[config.mk]
export PLATFORM = sky130hd
export DESIGN_NAME = signal_order_tx_flat
export DESIGN_NICKNAME = d
export VERILOG_FILES = /design/src/rtl/signal_order_tx_pkg.sv /design/src/rtl/signal_order_tx_if.sv /design/src/rtl/signal_debounce.sv /design/src/rtl/signal_order_tx.sv /design/src/flat_wrapper.sv
export SDC_FILE = /design/constraint.sdc
export NUM_CORES = 1
export LEC_CHECK = 0
export ABC_CLOCK_PERIOD_IN_PS = 2900
export CAP_MARGIN = 0
export CORE_UTILIZATION = 40
export DETAILED_ROUTE_END_ITERATION = 7
export GPL_TIMING_DRIVEN = 1
export PLACE_DENSITY_LB_ADDON = 0.2
export SYNTH_ARGS = -nofsm -noshare
export SYNTH_HDL_FRONTEND = slang
export SYNTH_HIERARCHICAL = 1
export SYNTH_SLANG_ARGS = --single-unit
export TNS_END_PERCENT = 50
[constraint.sdc]
create_clock -name clk -period 2.9 [get_ports clk]
set_input_delay 0.58 -clock clk [delete_from_list [all_inputs] [get_ports clk]]
set_output_delay 0.58 -clock clk [all_outputs]
set_load 0.005 [all_outputs]
[src/rtl/signal_order_tx_pkg.sv]
// Shared encodings for the signal path: signal classes, order FSM states and side codes.
// The comparator and the order transmitter both decode {out1,out2} through decode_pair().
package signal_order_tx_pkg;

    // Enumerator values equal the raw {out1,out2} pair so decode is a plain cast.
    typedef enum logic [1:0] {
        ClsSell    = 2'b00,
        ClsBuy     = 2'b01,
        ClsHold    = 2'b10,
        ClsInvalid = 2'b11
    } sig_class_e;

    typedef enum logic [1:0] {
        StIdle = 2'b00,
        StSend = 2'b01,
        StCool = 2'b10
    } ord_state_e;

    localparam logic ORDER_SIDE_BUY  = 1'b1;
    localparam logic ORDER_SIDE_SELL = 1'b0;

    function automatic sig_class_e decode_pair(input logic out1, input logic out2);
        return sig_class_e'({out1, out2});
    endfunction

    // INVALID only raises the error flag; everything else sees it as HOLD.
    function automatic sig_class_e class_for_action(input sig_class_e cls);
        return (cls == ClsInvalid) ? ClsHold : cls;
    endfunction

endpackage

[src/rtl/signal_order_tx_if.sv]
// Order request channel: valid/ready handshake carrying side and quantity.
interface signal_order_tx_if #(
    parameter int unsigned QTY_W = 16
) ();

    logic             ord_valid;
    logic             ord_ready;
    logic             ord_side;
    logic [QTY_W-1:0] ord_qty;

    modport master (
        output ord_valid,
        output ord_side,
        output ord_qty,
        input  ord_ready
    );

    modport slave (
        input  ord_valid,
        input  ord_side,
        input  ord_qty,
        output ord_ready
    );

endinterface

[src/rtl/signal_debounce.sv]
// Registers the comparator pair, decodes it and only reports a class once it has held
// for STABLE_CYC consecutive cycles. Also keeps the sticky invalid-pair flag.
module signal_debounce
    import signal_order_tx_pkg::*;
#(
    parameter int unsigned STABLE_CYC = 2
) (
    input  logic       clk,
    input  logic       rst_n,
    input  logic       sig_out1,
    input  logic       sig_out2,
    output sig_class_e stable_class,
    output logic       err_invalid
);

    localparam int unsigned   CntW   = $clog2(STABLE_CYC + 1);
    localparam logic [CntW-1:0] CntMax = CntW'(STABLE_CYC);

    sig_class_e      raw_q, raw_d;
    sig_class_e      prev_q, prev_d;
    sig_class_e      stable_q, stable_d;
    sig_class_e      cur_cls;
    logic [CntW-1:0] cnt_q, cnt_d;
    logic            err_q, err_d;

    always_comb begin
        raw_d   = decode_pair(sig_out1, sig_out2);
        cur_cls = class_for_action(raw_q);
        prev_d  = cur_cls;
        if (cur_cls != prev_q) begin
            cnt_d = CntW'(1);
        end else if (cnt_q == CntMax) begin
            cnt_d = cnt_q;
        end else begin
            cnt_d = cnt_q + CntW'(1);
        end
        stable_d = (cnt_d == CntMax) ? cur_cls : stable_q;
        err_d    = err_q | (raw_q == ClsInvalid);
    end

    always_ff @(posedge clk or negedge rst_n) begin
        if (!rst_n) begin
            raw_q    <= ClsHold;
            prev_q   <= ClsHold;
            stable_q <= ClsHold;
            cnt_q    <= '0;
            err_q    <= 1'b0;
        end else begin
            raw_q    <= raw_d;
            prev_q   <= prev_d;
            stable_q <= stable_d;
            cnt_q    <= cnt_d;
            err_q    <= err_d;
        end
    end

    assign stable_class = stable_q;
    assign err_invalid  = err_q;

endmodule

[src/rtl/signal_order_tx.sv]
// Turns debounced buy/sell signals into single order requests, tracking signed net
// position against a symmetric limit and enforcing a cooldown after each accepted order.
module signal_order_tx
    import signal_order_tx_pkg::*;
#(
    parameter int unsigned QTY_W        = 16,
    parameter int          ORDER_QTY    = 100,
    parameter int          MAX_POS      = 1000,
    parameter int unsigned STABLE_CYC   = 2,
    parameter int unsigned COOLDOWN_CYC = 8
) (
    input  logic                   clk,
    input  logic                   rst_n,
    input  logic                   sig_out1,
    input  logic                   sig_out2,
    signal_order_tx_if.master      ord,
    output logic signed [QTY_W:0]  position,
    output logic                   blocked,
    output logic                   err_invalid
);

    localparam int unsigned CoolW = (COOLDOWN_CYC > 1) ? $clog2(COOLDOWN_CYC) : 1;
    localparam logic signed [QTY_W:0] QtyS = (QTY_W + 1)'(ORDER_QTY);

    sig_class_e stable_class;

    ord_state_e            state_q, state_d;
    sig_class_e            last_q, last_d;
    logic                  side_q, side_d;
    logic [QTY_W-1:0]      qty_q, qty_d;
    logic signed [QTY_W:0] position_q, position_d;
    logic [CoolW-1:0]      cool_q, cool_d;
    logic                  blocked_q, blocked_d;

    int   pos_i;
    logic buy_ok;
    logic sell_ok;
    logic want_order;

    signal_debounce #(
        .STABLE_CYC (STABLE_CYC)
    ) u_debounce (
        .clk          (clk),
        .rst_n        (rst_n),
        .sig_out1     (sig_out1),
        .sig_out2     (sig_out2),
        .stable_class (stable_class),
        .err_invalid  (err_invalid)
    );

    // Limit check in 32-bit signed arithmetic so the sum can never wrap.
    assign pos_i      = int'(position_q);
    assign buy_ok     = (pos_i + ORDER_QTY) <= MAX_POS;
    assign sell_ok    = (pos_i - ORDER_QTY) >= -MAX_POS;
    assign want_order = ((stable_class == ClsBuy) || (stable_class == ClsSell)) &&
                        (stable_class != last_q);

    always_comb begin
        state_d    = state_q;
        last_d     = last_q;
        side_d     = side_q;
        qty_d      = qty_q;
        position_d = position_q;
        cool_d     = cool_q;
        blocked_d  = 1'b0;

        // Re-arms the same side; applies in every state so a HOLD during cooldown counts.
        if (stable_class == ClsHold) begin
            last_d = ClsHold;
        end

        unique case (state_q)
            StIdle: begin
                if (want_order) begin
                    last_d = stable_class;
                    if ((stable_class == ClsBuy) ? buy_ok : sell_ok) begin
                        side_d  = (stable_class == ClsBuy) ? ORDER_SIDE_BUY : ORDER_SIDE_SELL;
                        qty_d   = QTY_W'(ORDER_QTY);
                        state_d = StSend;
                    end else begin
                        blocked_d = 1'b1;
                    end
                end
            end
            StSend: begin
                if (ord.ord_ready) begin
                    position_d = (side_q == ORDER_SIDE_BUY) ? position_q + QtyS
                                                            : position_q - QtyS;
                    cool_d     = '0;
                    state_d    = (COOLDOWN_CYC == 0) ? StIdle : StCool;
                end
            end
            StCool: begin
                if ((32'(cool_q) + 32'd1) >= COOLDOWN_CYC) begin
                    state_d = StIdle;
                end else begin
                    cool_d = cool_q + CoolW'(1);
                end
            end
            default: state_d = StIdle;
        endcase
    end

    always_ff @(posedge clk or negedge rst_n) begin
        if (!rst_n) begin
            state_q    <= StIdle;
            last_q     <= ClsHold;
            side_q     <= 1'b0;
            qty_q      <= '0;
            position_q <= '0;
            cool_q     <= '0;
            blocked_q  <= 1'b0;
        end else begin
            state_q    <= state_d;
            last_q     <= last_d;
            side_q     <= side_d;
            qty_q      <= qty_d;
            position_q <= position_d;
            cool_q     <= cool_d;
            blocked_q  <= blocked_d;
        end
    end

    assign ord.ord_valid = (state_q == StSend);
    assign ord.ord_side  = side_q;
    assign ord.ord_qty   = qty_q;
    assign position      = position_q;
    assign blocked       = blocked_q;

endmodule
[src/flat_wrapper.sv]
// flat-port wrapper written by rule: the top's interface ports become plain ports
module signal_order_tx_flat import signal_order_tx_pkg::*;
#(
    parameter int unsigned QTY_W        = 16,
    parameter int          ORDER_QTY    = 100,
    parameter int          MAX_POS      = 1000,
    parameter int unsigned STABLE_CYC   = 2,
    parameter int unsigned COOLDOWN_CYC = 8
)
  (clk, rst_n, sig_out1, sig_out2, position, blocked, err_invalid, ord_ord_valid, ord_ord_side, ord_ord_qty, ord_ord_ready);
  signal_order_tx_if #(.QTY_W(QTY_W)) ord_i ();
  input  logic clk;
  input  logic rst_n;
  input  logic sig_out1;
  input  logic sig_out2;
  output logic signed [QTY_W:0] position;
  output logic blocked;
  output logic err_invalid;
  output wire logic [$bits(ord_i.ord_valid)-1:0] ord_ord_valid;
  output wire logic [$bits(ord_i.ord_side)-1:0] ord_ord_side;
  output wire logic [$bits(ord_i.ord_qty)-1:0] ord_ord_qty;
  input wire logic [$bits(ord_i.ord_ready)-1:0] ord_ord_ready;
  assign ord_ord_valid = ord_i.ord_valid;
  assign ord_ord_side = ord_i.ord_side;
  assign ord_ord_qty = ord_i.ord_qty;
  assign ord_i.ord_ready = ord_ord_ready;
  signal_order_tx #(.QTY_W(QTY_W), .ORDER_QTY(ORDER_QTY), .MAX_POS(MAX_POS), .STABLE_CYC(STABLE_CYC), .COOLDOWN_CYC(COOLDOWN_CYC)) u_core (.clk(clk), .rst_n(rst_n), .sig_out1(sig_out1), .sig_out2(sig_out2), .ord(ord_i), .position(position), .blocked(blocked), .err_invalid(err_invalid));
endmodule
==> reports/qor.csv, run 1 <==
metric,value,unit
finalSetupTns,0,ns
hold_start,u_core/u_debounce/raw_q[1],
criticalPathCategory,reg -> reg,
cts.reportedPaths.clkPinSlew,0.08,ns
totalWireLength,5800,microns
htreeDepth,2,
dp.cells,399,
syn_area,2680,sq um
drc,6,
grt_usage,17.5,%
finClkSkew,0.00701,ns
ant_nets,0,
seq_area_frac_synth,31.9,%
synthCells,304,
crit_arrival,2.67,ns
gp_congestion,0.784,
num_vias,2226,
vdd_drop_max,0.000646,V
insertion_delay,0.29,ns
via_per_inst,5.47,
cap_violations,0,
root_buffer,clkbuf_8,
port_buffers,26,
placement.cell_area,2940,sq um
ys_types,61,
worstHoldPathType,reg -> reg,
max_slew_margin,61.2,%
dr.pass1.iters,6,
fin_cells,407,
core_region_area,6420,sq um
ctsHoldBuffers,0,
start_kind,flip-flop,
critical_path_peak_fanout,12,
final_cell_mix,"30 x dfrtp_1, 26 x clkdlybuf4s50_1, 26 x nand2_1, 25 x o21ai_0, 18 x ha_1",
grt_pass1_wl,9910,microns
avgRoutedWirePerCell,14.3,microns
final_common_cell,dfrtp_1,
antenna_found_initial,0,
synth_area_per_cell,8.81,sq um
die_y,83.8,microns
start_util,41.7,%
status,"finished, violations left",
rows,29,
cts_buffer_depth,2,
synth_edf_count,0,
violations,design-rule violations,
worstHoldPathCells,0,
worst_slew_pin_slew,0.579,ns
grt_pass1_vias,2063,
cp.required,3.10,ns
final_max_slew_viol_count,0,
min_period,2.47,ns
reg2regPathDepth,8,
n_fill_cell,622,
rrSetupSlack,0.43,ns
ys.flop_type,dfrtp_1,
fmax,404,MHz
async_reset_ff_share,100,%
cts_setup_buffers,0,
fp.dieW,83.8,microns
grt.overflow.total,0,
die-area,7030,sq um
cts_made_buffers,5,
diodes,0,
area_delta_synth_final,14.8,%
nets,353,
place_hpwl,4170,microns
cts_resized,0,
grt_max_degree,35,
drt_iter0_markers,147,
io_pins,42,
cts_tree,built,
hold_end,u_core/u_debounce/prev_q[1],
yosysWarnings,6,
timing.rr.start,u_core/position[2],
p_per_area,1270,nW/um^2
rsz0062_at_grt,no,
finalCritPeriodShare,85.3,%
setup_viol_count_final,0,
power.leakage,1.31,nW
design_area,3080,sq um
cts.sinks,34,
end_kind,flip-flop,
r2r_end,u_core/position[14],
hold_viol_final,0,
synth-seq-cells,34,
layout-drive-gt1-share,7.88,%
cell families after synthesis:
| family | after synthesis | synth area share, % |
|---|---|---|
| other | 1 | 0.140 |
| muxes | 4 | 1.54 |
| DFF | 34 | 31.9 |
| buffers and inverters | 40 | 8.83 |
| adders and majority gates | 19 | 9.15 |
| and+or+nand+nor | 95 | 18.6 |
| xor gates and xnor gates | 19 | 6.21 |
| AOI/OAI and AO/OA | 92 | 23.6 |
state kept, by name (all words and copies together), names as in the netlist:
register and flops:
u_core/u_debounce/err_invalid 1, u_core/last_q 2, u_core/u_debounce/prev_q 2, u_core/u_debounce/raw_q 2, u_core/u_debounce/cnt_q 2, u_core/blocked 1
u_core/u_debounce/stable_class 2, u_core/position 15, u_core/ord.ord_side 1, u_core/cool_q 3, u_core/state_q 2, u_core/ord.ord_qty 1
report_power, final:
group	leakage, nW	internal (W)	total [W]	switching, W
Sequential	0.414	0.000642	0.000976	0.000334
Clock	0.0683	0.000345	0.000537	0.000192
Combinational	0.827	0.00117	0.00238	0.00121
worst max-delay path, stage by stage, from the launching register on:
cell,delay (ns)
dfrtp_1,0.53
fa_1,0.51
a21o_1,0.17
a21oi_1,0.26
o21ai_0,0.20
nand4_1,0.19
a21boi_0,0.13
o21a_1,0.18
o31ai_1,0.21
Yosys cell counts, drive strengths merged, types with 2 or more instances:
master,number,area (sq um)
nor4,2,12.5
nand2,26,97.6
a21boi,2,15.0
nor2,10,37.5
inv,13,48.8
nor3b,2,15.0
a2111oi,2,17.5
a21o,9,70.1
o21a,6,45.0
mux2i,3,30.0
dfrtp,30,751
nand4,3,18.8
o2111ai,2,17.5
clkbuf,3,11.3
a311oi,2,17.5
o211ai,3,22.5
a21oi,15,75.1
dfstp,4,105
and3,3,18.8
or3,5,36.3
nor3,10,50.1
nand2b,8,50.1
o31ai,2,20.0
a31oi,6,52.6
o21ai,26,134
ha,18,225
xnor2,10,87.6
xor2,9,78.8
or4,2,15.0
buf,23,166
o31a,3,26.3
nand3,11,55.1
and2b,2,16.3
nor2b,6,37.5
a211oi,3,22.5
o21bai,2,15.0
and2,2,12.5
through the flow:
step / hold slack, ns / setup slack [ns] / utilization (%) / total power (W)
after floorplan: 0.284 / 0.550 / - / 0.00271
final: 0.415 / 0.426 / 47.9 / 0.00389
after global placement: 0.401 / 0.493 / 45.7 / 0.00333
after CTS: 0.416 / 0.407 / 47.9 / 0.00391
after global routing: 0.416 / 0.0191 / 47.9 / 0.00428
after detailed placement: 0.406 / 0.430 / 45.7 / 0.00335
area by class of cell:
type                       instances  area, sq um  area share (%)
multi-input combinational        244         1640            53.3
tap                               77         96.3            3.13
inverter                          13         48.8            1.59
clock inverter                     3         68.8            2.24
clock buffer                       5         68.8            2.24
sequential                        34          856            27.8
timing repair buffer              31          298            9.68
how the worst max path moves through the flow:
stage,end,cells past startpoint,slack [ns],from
after CTS,u_core/position[14],8,0.41,u_core/position[2]
final,u_core/position[14],8,0.43,u_core/position[2]
after global routing,u_core/position[14],8,0.02,u_core/ord.ord_side
after global placement,u_core/position[14],8,0.49,u_core/position[2]
after floorplan,u_core/position[14],9,0.55,u_core/ord.ord_side
after detailed placement,u_core/position[14],8,0.43,u_core/position[2]
routing by layer:
layer	vias to the layer above	routed length [microns]	track usage [%]	share of wire, %
met5	-	0	0	0
met4	0	53	5.49	0.91
met3	4	201	3.07	3.5
met2	46	2740	28.5	47
met1	1047	2810	23.5	48
li1	1129	-	-	-
Power figures use the tool's default switching activity.
==> inputs of run 2 (changes only) <==
Settings changed: CAP_MARGIN 0 to 10, CTS_CLUSTER_SIZE set to 24.
==> results of run 2 <==
Same layout as run 1: the final DEF is identical, and so are final timing and power.
